### src/rtl/oldland_pkg.sv
// Shared instruction encodings, field positions and decoded-record type for the oldland decode pipe.
// The OLDLAND_DECODE_ILLEGAL_EN macro adds the illegal-instruction flag and its legality tables.
package oldland_pkg;

  typedef enum logic [1:0] {
    CLASS_ARITH  = 2'b00,
    CLASS_BRANCH = 2'b01,
    CLASS_MEM    = 2'b10,
    CLASS_MISC   = 2'b11
  } instr_class_t;

  localparam logic [3:0] OPCODE_ADD   = 4'b0000;
  localparam logic [3:0] OPCODE_ADDC  = 4'b0001;
  localparam logic [3:0] OPCODE_CMP   = 4'b0010;
  localparam logic [3:0] OPCODE_AND   = 4'b0011;
  localparam logic [3:0] OPCODE_LSL   = 4'b0100;
  localparam logic [3:0] OPCODE_LSR   = 4'b0101;
  localparam logic [3:0] OPCODE_MOVHI = 4'b0110;
  localparam logic [3:0] OPCODE_OR    = 4'b0111;
  localparam logic [3:0] OPCODE_SUB   = 4'b1000;
  localparam logic [3:0] OPCODE_SUBC  = 4'b1001;
  localparam logic [3:0] OPCODE_XOR   = 4'b1010;
  localparam logic [3:0] OPCODE_ASR   = 4'b1011;

  localparam logic [3:0] OPCODE_CALL  = 4'b0000;
  localparam logic [3:0] OPCODE_RET   = 4'b0001;
  localparam logic [3:0] OPCODE_B     = 4'b0100;
  localparam logic [3:0] OPCODE_BNE   = 4'b1001;
  localparam logic [3:0] OPCODE_BEQ   = 4'b1010;
  localparam logic [3:0] OPCODE_BGT   = 4'b1011;
  localparam logic [3:0] OPCODE_BLT   = 4'b1100;

  localparam logic [3:0] OPCODE_LDR32 = 4'b0000;
  localparam logic [3:0] OPCODE_LDR16 = 4'b0001;
  localparam logic [3:0] OPCODE_LDR8  = 4'b0010;
  localparam logic [3:0] OPCODE_STR32 = 4'b0100;
  localparam logic [3:0] OPCODE_STR16 = 4'b0101;
  localparam logic [3:0] OPCODE_STR8  = 4'b0110;

  localparam logic [3:0] OPCODE_SWI   = 4'b0000;
  localparam logic [3:0] OPCODE_RFE   = 4'b0001;
  localparam logic [3:0] OPCODE_GCR   = 4'b0010;
  localparam logic [3:0] OPCODE_SCR   = 4'b0011;
  localparam logic [3:0] OPCODE_BKP   = 4'b0100;
  localparam logic [3:0] OPCODE_CACHE = 4'b0101;

  typedef enum logic [2:0] {
    COND_NONE   = 3'd0,
    COND_NE     = 3'd1,
    COND_EQ     = 3'd2,
    COND_GT     = 3'd3,
    COND_LT     = 3'd4,
    COND_ALWAYS = 3'd7
  } branch_cond_t;

  localparam int CLASS_MSB  = 31;
  localparam int CLASS_LSB  = 30;
  localparam int OPC_MSB    = 29;
  localparam int OPC_LSB    = 26;
  localparam int IMM16_MSB  = 25;
  localparam int IMM16_LSB  = 10;
  localparam int IMM24_MSB  = 23;
  localparam int REG_IND    = 25;
  localparam int RB_USE     = 9;
  localparam int RD_MSB     = 8;
  localparam int RD_LSB     = 6;
  localparam int RA_MSB     = 5;
  localparam int RA_LSB     = 3;
  localparam int RB_MSB     = 2;
  localparam int STORE_BIT  = 2;

  typedef struct packed {
    logic [2:0]  rd_sel;
    logic        update_rd;
    logic [31:0] imm32;
    logic [3:0]  alu_opc;
    logic [2:0]  branch_condition;
    logic        alu_op1_ra;
    logic        alu_op2_rb;
    logic        mem_load;
    logic        mem_store;
    logic        branch_ra;
    logic        is_call;
    logic [1:0]  instr_class;
`ifdef OLDLAND_DECODE_ILLEGAL_EN
    logic        illegal;
`endif
  } decoded_t;

  function automatic logic [2:0] branch_cond(input logic [3:0] opc);
    case (opc)
      OPCODE_BNE: return COND_NE;
      OPCODE_BEQ: return COND_EQ;
      OPCODE_BGT: return COND_GT;
      OPCODE_BLT: return COND_LT;
      default:    return COND_ALWAYS;
    endcase
  endfunction

`ifdef OLDLAND_DECODE_ILLEGAL_EN
  function automatic logic branch_legal(input logic [3:0] opc);
    return opc inside {OPCODE_BNE, OPCODE_BEQ, OPCODE_BGT, OPCODE_BLT,
                       OPCODE_B, OPCODE_CALL, OPCODE_RET};
  endfunction

  function automatic logic misc_legal(input logic [3:0] opc);
    return opc inside {OPCODE_SWI, OPCODE_RFE, OPCODE_GCR, OPCODE_SCR,
                       OPCODE_BKP, OPCODE_CACHE};
  endfunction
`endif

endpackage

### src/rtl/oldland_decode_fields.sv
// Purely combinational instruction-to-fields decoder for the oldland decode pipe.
// With OLDLAND_DECODE_ILLEGAL_EN it also flags undefined MISC/BRANCH opcodes.
module oldland_decode_fields
  import oldland_pkg::*;
#(
  parameter logic [2:0] LINK_REG = 3'd6
) (
  input  logic [31:0] instr,
  output logic [2:0]  ra_sel,
  output logic [2:0]  rb_sel,
  output logic        ra_used,
  output logic        rb_used,
  output decoded_t    fields
);

  instr_class_t cls;
  logic [3:0]   opc;
  logic         is_ret;

  assign cls    = instr_class_t'(instr[CLASS_MSB:CLASS_LSB]);
  assign opc    = instr[OPC_MSB:OPC_LSB];
  assign is_ret = (cls == CLASS_BRANCH) && (opc == OPCODE_RET);
  assign ra_sel = is_ret ? LINK_REG : instr[RA_MSB:RA_LSB];
  assign rb_sel = instr[RB_MSB:0];

  always_comb begin
    fields             = '0;
    ra_used            = 1'b0;
    rb_used            = 1'b0;
    fields.rd_sel      = instr[RD_MSB:RD_LSB];
    fields.instr_class = instr[CLASS_MSB:CLASS_LSB];

    if (cls == CLASS_BRANCH)
      fields.imm32 = {{6{instr[IMM24_MSB]}}, instr[IMM24_MSB:0], 2'b00};
    else if (cls == CLASS_ARITH && opc == OPCODE_MOVHI)
      fields.imm32 = {instr[IMM16_MSB:IMM16_LSB], 16'h0};
    else
      fields.imm32 = {{16{instr[IMM16_MSB]}}, instr[IMM16_MSB:IMM16_LSB]};

    case (cls)
      CLASS_ARITH: begin
        fields.update_rd  = (opc != OPCODE_CMP);
        fields.alu_opc    = opc;
        fields.alu_op1_ra = 1'b1;
        fields.alu_op2_rb = instr[RB_USE];
        ra_used           = 1'b1;
        rb_used           = instr[RB_USE];
      end
      CLASS_BRANCH: begin
        fields.branch_condition = branch_cond(opc);
        fields.branch_ra        = instr[REG_IND] | is_ret;
        fields.is_call          = (opc == OPCODE_CALL);
        ra_used                 = instr[REG_IND] | is_ret;
      end
      CLASS_MEM: begin
        fields.alu_op1_ra = 1'b1;
        fields.mem_load   = ~opc[STORE_BIT];
        fields.mem_store  = opc[STORE_BIT];
        ra_used           = 1'b1;
        rb_used           = opc[STORE_BIT];
      end
      default: ;
    endcase

`ifdef OLDLAND_DECODE_ILLEGAL_EN
    fields.illegal = ((cls == CLASS_MISC) && !misc_legal(opc)) ||
                     ((cls == CLASS_BRANCH) && !branch_legal(opc));
    if (fields.illegal) begin
      fields.update_rd = 1'b0;
      fields.mem_load  = 1'b0;
      fields.mem_store = 1'b0;
      fields.is_call   = 1'b0;
    end
`endif
  end

endmodule

### src/rtl/oldland_decode_pipe.sv
// Handshaked oldland decode stage with flush and load-use interlock; register selects stay combinational.
// Defining OLDLAND_DECODE_ILLEGAL_EN adds the registered illegal_instr output.
module oldland_decode_pipe
  import oldland_pkg::*;
#(
  parameter logic [2:0]  LINK_REG            = 3'd6,
  parameter bit          LOAD_USE_STALL      = 1'b1,
  parameter logic [31:0] RESET_VECTOR_PLUS_4 = 32'h4
) (
  input  logic        clk,
  input  logic        rst,
  input  logic        in_valid,
  output logic        in_ready,
  input  logic [31:0] instr,
  input  logic [31:0] pc_plus_4,
  input  logic        flush,
  output logic        out_valid,
  input  logic        out_ready,
  output logic [2:0]  ra_sel,
  output logic [2:0]  rb_sel,
  output logic [2:0]  rd_sel,
  output logic        update_rd,
  output logic [31:0] imm32,
  output logic [3:0]  alu_opc,
  output logic [2:0]  branch_condition,
  output logic        alu_op1_ra,
  output logic        alu_op2_rb,
  output logic        mem_load,
  output logic        mem_store,
  output logic        branch_ra,
  output logic        is_call,
  output logic [1:0]  instr_class,
`ifdef OLDLAND_DECODE_ILLEGAL_EN
  output logic        illegal_instr,
`endif
  output logic [31:0] pc_plus_4_out
);

  decoded_t    dec;
  decoded_t    q;
  logic [31:0] pc_q;
  logic        valid_q;
  logic        ra_used;
  logic        rb_used;
  logic        adv;
  logic        hz;

  oldland_decode_fields #(.LINK_REG(LINK_REG)) u_fields (
    .instr   (instr),
    .ra_sel  (ra_sel),
    .rb_sel  (rb_sel),
    .ra_used (ra_used),
    .rb_used (rb_used),
    .fields  (dec)
  );

  // A held load whose destination feeds the incoming instruction must leave before it is accepted.
  assign adv = !valid_q || out_ready;
  assign hz  = LOAD_USE_STALL && in_valid && valid_q && q.mem_load &&
               ((ra_used && (q.rd_sel == ra_sel)) || (rb_used && (q.rd_sel == rb_sel)));
  assign in_ready = adv && !hz;

  always_ff @(posedge clk or posedge rst) begin
    if (rst) begin
      q       <= '0;
      pc_q    <= RESET_VECTOR_PLUS_4;
      valid_q <= 1'b0;
    end else if (flush) begin
      valid_q <= 1'b0;
    end else if (adv) begin
      if (hz) begin
        valid_q <= 1'b0;
      end else if (in_valid) begin
        q       <= dec;
        pc_q    <= pc_plus_4;
        valid_q <= 1'b1;
      end else begin
        valid_q <= 1'b0;
      end
    end
  end

  // Side-effecting controls are masked whenever the register holds no instruction.
  assign out_valid        = valid_q;
  assign rd_sel           = q.rd_sel;
  assign update_rd        = valid_q & q.update_rd;
  assign imm32            = q.imm32;
  assign alu_opc          = q.alu_opc;
  assign branch_condition = valid_q ? q.branch_condition : COND_NONE;
  assign alu_op1_ra       = q.alu_op1_ra;
  assign alu_op2_rb       = q.alu_op2_rb;
  assign mem_load         = valid_q & q.mem_load;
  assign mem_store        = valid_q & q.mem_store;
  assign branch_ra        = q.branch_ra;
  assign is_call          = valid_q & q.is_call;
  assign instr_class      = q.instr_class;
  assign pc_plus_4_out    = pc_q;
`ifdef OLDLAND_DECODE_ILLEGAL_EN
  assign illegal_instr    = valid_q & q.illegal;
`endif

endmodule

### config.mk
export PLATFORM = sky130hd
export DESIGN_NAME = oldland_decode_pipe
export DESIGN_NICKNAME = d
export VERILOG_FILES = /design/src/rtl/oldland_pkg.sv /design/src/rtl/oldland_decode_fields.sv /design/src/rtl/oldland_decode_pipe.sv
export SDC_FILE = /design/constraint.sdc
export NUM_CORES = 1
export LEC_CHECK = 0
export CORE_MARGIN = 2
export CORE_UTILIZATION = 30
export CTS_CLUSTER_SIZE = 40
export DETAILED_ROUTE_END_ITERATION = 6
export GPL_TIMING_DRIVEN = 0
export PLACE_DENSITY = 0.56
export SYNTH_ARGS = -nofsm -noshare
export SYNTH_HDL_FRONTEND = slang
export SYNTH_SLANG_ARGS = --single-unit
### constraint.sdc
create_clock -name clk -period 5 [get_ports clk]
set_input_delay 0.5 -clock clk [delete_from_list [all_inputs] [get_ports clk]]
set_output_delay 0.5 -clock clk [all_outputs]
set_load 0.1 [all_outputs]
Word-level counts from Yosys, hierarchy flattened
Index checks and enable logic that the tools add are counted.
{"block": "word_totals", "register_bits": 84, "latchBits": 0, "mem_bits_rw": 0, "romBits": 0, "inputBits": 69, "wordCells": 68, "memories": 0}
{"block": "op_classes", "add_sub_neg": 0, "mul": 0, "n_div": 0, "magnitude_cmp": 0, "n_eq_ne": 11, "shifts": 0, "n_mux": 18, "n_bitwise": 8, "n_reduce_logical": 17}
{"operator": "32-bit two-way mux", "count": 1}
{"operator": "31-bit two-way mux", "count": 1}
{"operator": "4-bit == test (second input constant)", "count": 4}
{"operator": "3-bit one-hot mux with 4 select lines", "count": 1}
{"operator": "3-bit two-way mux", "count": 3}
{"operator": "1-bit logical AND", "count": 8}
{"operator": "1-bit two-way mux", "count": 7}
{"operator": "3-bit == test", "count": 2}
{"operator": "1-bit AND", "count": 4}
{"operator": "4-bit by 1-bit == test with 1-bit output (second input constant)", "count": 1}
{"operator": "4-bit by 3-bit == test with 1-bit output (second input constant)", "count": 1}
{"operator": "4-bit zero test", "count": 1}
{"operator": "2-bit two-way mux", "count": 2}
{"operator": "4-bit two-way mux", "count": 1}
{"operator": "4-bit by 2-bit != test with 1-bit output (second input constant)", "count": 1}
{"operator": "1-bit one-hot mux with 2 select lines", "count": 2}
{"operator": "4-bit AND reduction", "count": 1}
{"operator": "1-bit inverter", "count": 3}
{"operator": "2-bit by 1-bit == test with 1-bit output (second input constant)", "count": 1}
{"operator": "2-bit == test (second input constant)", "count": 1}
{"operator": "1-bit zero test", "count": 2}
{"operator": "2-bit zero test", "count": 1}
{"operator": "1-bit logical OR", "count": 2}
{"operator": "2-bit nonzero test", "count": 1}
{"operator": "other kinds (2)", "count": 2}

Depth between registers and ports, before layout
{"block": "depth", "depth_word": 10, "ltp_mapped": 9, "depth_no_buf": 5}

Modules after synthesis
From an unflattened synthesis, not the netlist that was laid out.
{"block": "unflattened", "cells_unflattened": 362, "hier_area_um2": 4798.4}
{"module": "oldland_decode_pipe", "instances": 1, "cells_each": 246, "area_per_inst_um2": 4021.4}
{"module": "oldland_decode_fields", "instances": 1, "cells_each": 116, "area_per_inst_um2": 777.0}

Least setup slack after synthesis
Ideal clock, no wire load.
{"block": "synth_timing", "kind": "in2out", "startpoint": "input port instr[30]", "endpoint": "output port in_ready", "t_arrival_ns": 2.071, "required_ns": 4.500, "setup_slack_ns": 2.429, "cell_stages": 6, "path_buffers": 2, "cell_sequence": "buf_4 > nor2b_1 > buf_2 > a21oi_1 > a2bb2oi_1 > o31a_1"}
{"block": "synth_via", "elab_chain_len": 9, "word_cells_on_any_way": 16, "classes_between": "3 x eq/ne; 3 x mux; 1 x bitwise; 9 x reduce/logical"}
{"element": "from (decl)", "line_no": "oldland_decode_pipe.sv:14", "rtl": "input logic [31:0] instr,"}
{"element": "2-bit by 1-bit == test with 1-bit output", "line_no": "oldland_decode_fields.sv:22, oldland_decode_fields.sv:40"}
{"element": "1-bit logical AND", "line_no": "oldland_decode_fields.sv:22", "rtl": "assign is_ret = (cls == CLASS_BRANCH) && (opc == OPCODE_RET);"}
{"element": "1-bit OR / 3-bit two-way mux (equally long branches)", "line_no": "oldland_decode_fields.sv:53, oldland_decode_fields.sv:23"}
{"element": "1-bit one-hot mux with 2 select lines / 3-bit == test (equally long branches)", "line_no": "oldland_decode_fields.sv:40, oldland_decode_pipe.sv:60"}
{"element": "1-bit logical AND", "line_no": "oldland_decode_pipe.sv:60", "rtl": "((ra_used && (q.rd_sel == ra_sel)) || (rb_used && (q.rd_sel == rb_sel)));"}
{"element": "1-bit logical OR *", "line_no": "oldland_decode_pipe.sv:60"}
{"element": "1-bit logical AND *", "line_no": "oldland_decode_pipe.sv:59", "rtl": "assign hz = LOAD_USE_STALL && in_valid && valid_q && q.mem_load &&"}
{"element": "1-bit zero test *", "line_no": "oldland_decode_pipe.sv:61", "rtl": "assign in_ready = adv && !hz;"}
{"element": "1-bit logical AND *", "line_no": "oldland_decode_pipe.sv:61"}
{"element": "to (decl)", "line_no": "oldland_decode_pipe.sv:13", "rtl": "output logic in_ready,"}
Mark *: on every way between the ends. The rest lies on a longest branch, timed or not.

Worst setup path in the final report
{"block": "layout_timing", "startpoint": "input port instr[29]", "endpoint": "output port in_ready"}
{"block": "layout_via", "elab_chain_len": 9, "word_cells_on_any_way": 11, "classes_between": "2 x eq/ne; 2 x mux; 1 x bitwise; 6 x reduce/logical"}
{"element": "4-bit by 1-bit == test with 1-bit output *", "line_no": "oldland_decode_fields.sv:22"}
{"element": "1-bit logical AND *", "line_no": "oldland_decode_fields.sv:22"}
{"element": "1-bit OR / 3-bit two-way mux (equally long branches)", "line_no": "oldland_decode_fields.sv:53, oldland_decode_fields.sv:23"}
{"element": "1-bit one-hot mux with 2 select lines / 3-bit == test (equally long branches)", "line_no": "oldland_decode_fields.sv:40, oldland_decode_pipe.sv:60"}
{"element": "1-bit logical AND *", "line_no": "oldland_decode_pipe.sv:60"}
{"element": "1-bit logical OR *", "line_no": "oldland_decode_pipe.sv:60"}
{"element": "1-bit logical AND *", "line_no": "oldland_decode_pipe.sv:59"}
{"element": "1-bit zero test *", "line_no": "oldland_decode_pipe.sv:61"}
{"element": "1-bit logical AND *", "line_no": "oldland_decode_pipe.sv:61"}
Marks and branches as above.

==> results.yml <==
run_status:
  outcome: "complete, no violations"
die:
  dieArea_mm2: 0.01588
  ios: 160
  initial_core_util_pct: 30.72
  die_x_um: 126.0
  rows: 44
  coreArea_mm2: 0.01453
  die_height_um: 126.0
power_and_ir_drop:
  power_density_mw_per_mm2: 472.1
  p_leak_nw: 2.905
  p_total_mw: 3.112
  ir_worst_vdd_v: 0.0002171
clock_network:
  cts_sinks: 84
  clkSlewWorstSetupHoldPaths_ns: 0.06
  post_cts_buffers: 0
  cts_resized: 0
  hold_buffers: 0
  clk_path_buf_depth: 2
  cts_root_buf: "clkbuf_16"
  ctsHtreeMaxLevel: 3
  clk_latency_ns: 0.34
  numCtsBuffers: 9
  cts_tree: "built"
worst_hold_path:
  worstHoldPathType: "flip-flop to flip-flop"
setup_path:
  critPathLaunch: "instr[29]"
  arrival_ns: 3.31
  slowest_delay_ns: 1.14
  cp_top_family: "buffers and inverters"
  cp_max_fo: 8
  cp.depth: 6
  cp-end-kind: "output port"
  critPathLaunchType: "input port"
  ff2ff_setup_slack_ns: 2.87
  crit_chain: "clkdlybuf4s50_1, nor4b_4, nand2_1, a2bb2oi_1, o31a_1, clkdlybuf4s50_1"
  crit_end: "in_ready"
  path_buf_inv: 2
  r2r_start: "rd_sel[0]"
  reg2reg_depth: 7
  slowest_stage: "clkdlybuf4s50_1"
  criticalPathCategory: "input port to output port"
  critPathRequiredTime_ns: 4.50
  r2r-end: "q[4]"
  crit_top_cell: "clkdlybuf4s50_1"
finish:
  finish.net_count: 608
  area_delta_synth_final_pct: 47.60
  fin_area_mm2: 0.006591
  drive_above_1_share_pct: 26.84
  fillers: 1382
  multi_input_area_mm2: 0.001842
  area.sequential_mm2: 0.002103
sta:
  whs_ns: 0.5068
  slew_violations: 0
  fin_tns_setup_ns: 0
  tightest_slew_ns: 1.039
  rsz0062_at_grt: "no"
  setup_ws_ns: 1.186
  clock.fmax_mhz: 262.2
  maxSlewHeadroom_pct: 30.51
  period_needed_ns: 3.814
  clock_skew_ns: 0.002743
  period_share_pct: 76.28
  finalHoldViolations: 0
  setup_violations: 0
place:
  gp_congestion: 0.8067
  place_area_mm2: 0.006300
  numPortBuffers: 158
  place_ws_ns: 1.178
  dp_hpwl_mm: 9.638
global_routing:
  grt_pass1_wl_mm: 19.65
  track_usage_pct: 16.00
  grt_pass1_vias: 3515
  overflow: 0
  antenna_found_initial: 1
  grt_max_degree: 46
yosys:
  synthDistinctLibCells: 39
  yosys-top-cells-area: "dfrtp_1, mux2_4, buf_4, mux2_2, nand2_1"
  ys_warn_count: 0
  syn-num-nets: 438
  synth-edff-count: 0
  netlist_instances: 369
  yosys.area.top_type: "dfrtp_1"
  netlist.area_leader.share_pct: 46.51
  yosysMostFrequentCell: "dfrtp_1"
  ys_ff_latch: 84
  yosysSeqAreaShare_pct: 47.10
  avgSynthCellArea_um2: 12.10
  synth_common_cells: "dfrtp_1, mux2_4, buf_4"
  postSynth.asyncResetShare_pct: 100.0
  ys.flop_type: "dfrtp_1"
  synth_area_mm2: 0.004466
detailed_routing:
  drc: 0
  finalWirelength_mm: 12.50
  via_count: 3256
  drt-pass1-iter-count: 4
  via_per_inst: 4.466
  final_antenna_net_count: 0
  drt_iter0_markers: 128
  wl_per_cell_um: 17.14
run:
  maxCapViolCount: 0
metal layers:
metal	vias up	global-route usage, %	wire [µm]
met5	-	0	0
met4	0	5.818	220
met3	15	3.696	467
met2	63	26.34	6244
met1	1607	20.63	5563
li1	1571	-	-
how the worst min path moves through the flow:
| stage | startpoint | cells after the start | slack (ns) | to |
|---|---|---|---|---|
| 2_1_floorplan | q[2] | 1 | 0.47 | q[2] |
| 3_3_place_gp | q[8] | 1 | 0.49 | q[8] |
| 3_5_place_dp | pc_plus_4_out[7] | 1 | 0.50 | pc_plus_4_out[7] |
| 4_1_cts | instr[30] | 2 | 0.51 | instr_class[0] |
| 5_1_grt | instr[30] | 2 | 0.51 | instr_class[0] |
| 6_report | imm32[12] | 1 | 0.51 | imm32[12] |
power by group:
group / total [mW] / internal (mW) / switching (mW)
registers: 0.875 / 0.801 / 0.0746
clock network: 0.656 / 0.401 / 0.256
logic: 1.58 / 0.484 / 1.10
layout by cell type (no fill, tap or decap), types with 2 or more instances in the layout:
master / n
a21o_1: 6
a21oi_1: 6
a221o_1: 8
a31oi_1: 2
and2_1: 8
buf_1: 2
buf_2: 5
buf_4: 45
buf_6: 6
clkbuf_1: 9
clkbuf_16: 9
clkdlybuf4s50_1: 158
dfrtp_1: 83
inv_1: 16
mux2_2: 25
mux2_4: 48
mux2i_1: 11
nand2_1: 35
nand2b_1: 4
nand4_1: 2
nor2_1: 5
nor2b_1: 3
nor3_1: 2
nor3b_1: 2
o21ai_0: 16
o31a_1: 2
o31ai_1: 2
xnor2_1: 4
xor2_1: 3
through the flow:
| stage | utilization, % | std cells |
|---|---|---|
| floorplan | - | 369 |
| global placement | 43.19 | 711 |
| detailed placement | 43.35 | 712 |
| CTS | 45.33 | 728 |
| global route | 45.35 | 729 |
| finish | 45.35 | 729 |
area by class of cell:
class	instances	share of cell area (%)
clock buffers	14	3.853
diodes	1	0.03797
repair buffers	159	24.30
well taps	184	3.493
plain buffers	63	6.929
multi-input cells	205	27.94
inverters	17	1.006
flip-flops and latches	84	31.91
clock inverters	2	0.5315
logic make-up after synthesis:
kind of cell	Yosys count	synth area share, %
simple gates	68	7.901
mux	84	24.91
compound gates	46	7.061
flops	84	47.10
buf+inv	80	11.66
xor+xnor	7	1.373
registers in the layout (all words and copies together), names as in the netlist:
register	cells
rd_sel	3
alu_op2_rb	1
out_valid	1
q	7
instr_class	2
alu_opc	4
pc_plus_4_out	32
branch_ra	1
alu_op1_ra	1
imm32	32
(Power assumes the default switching activity.)
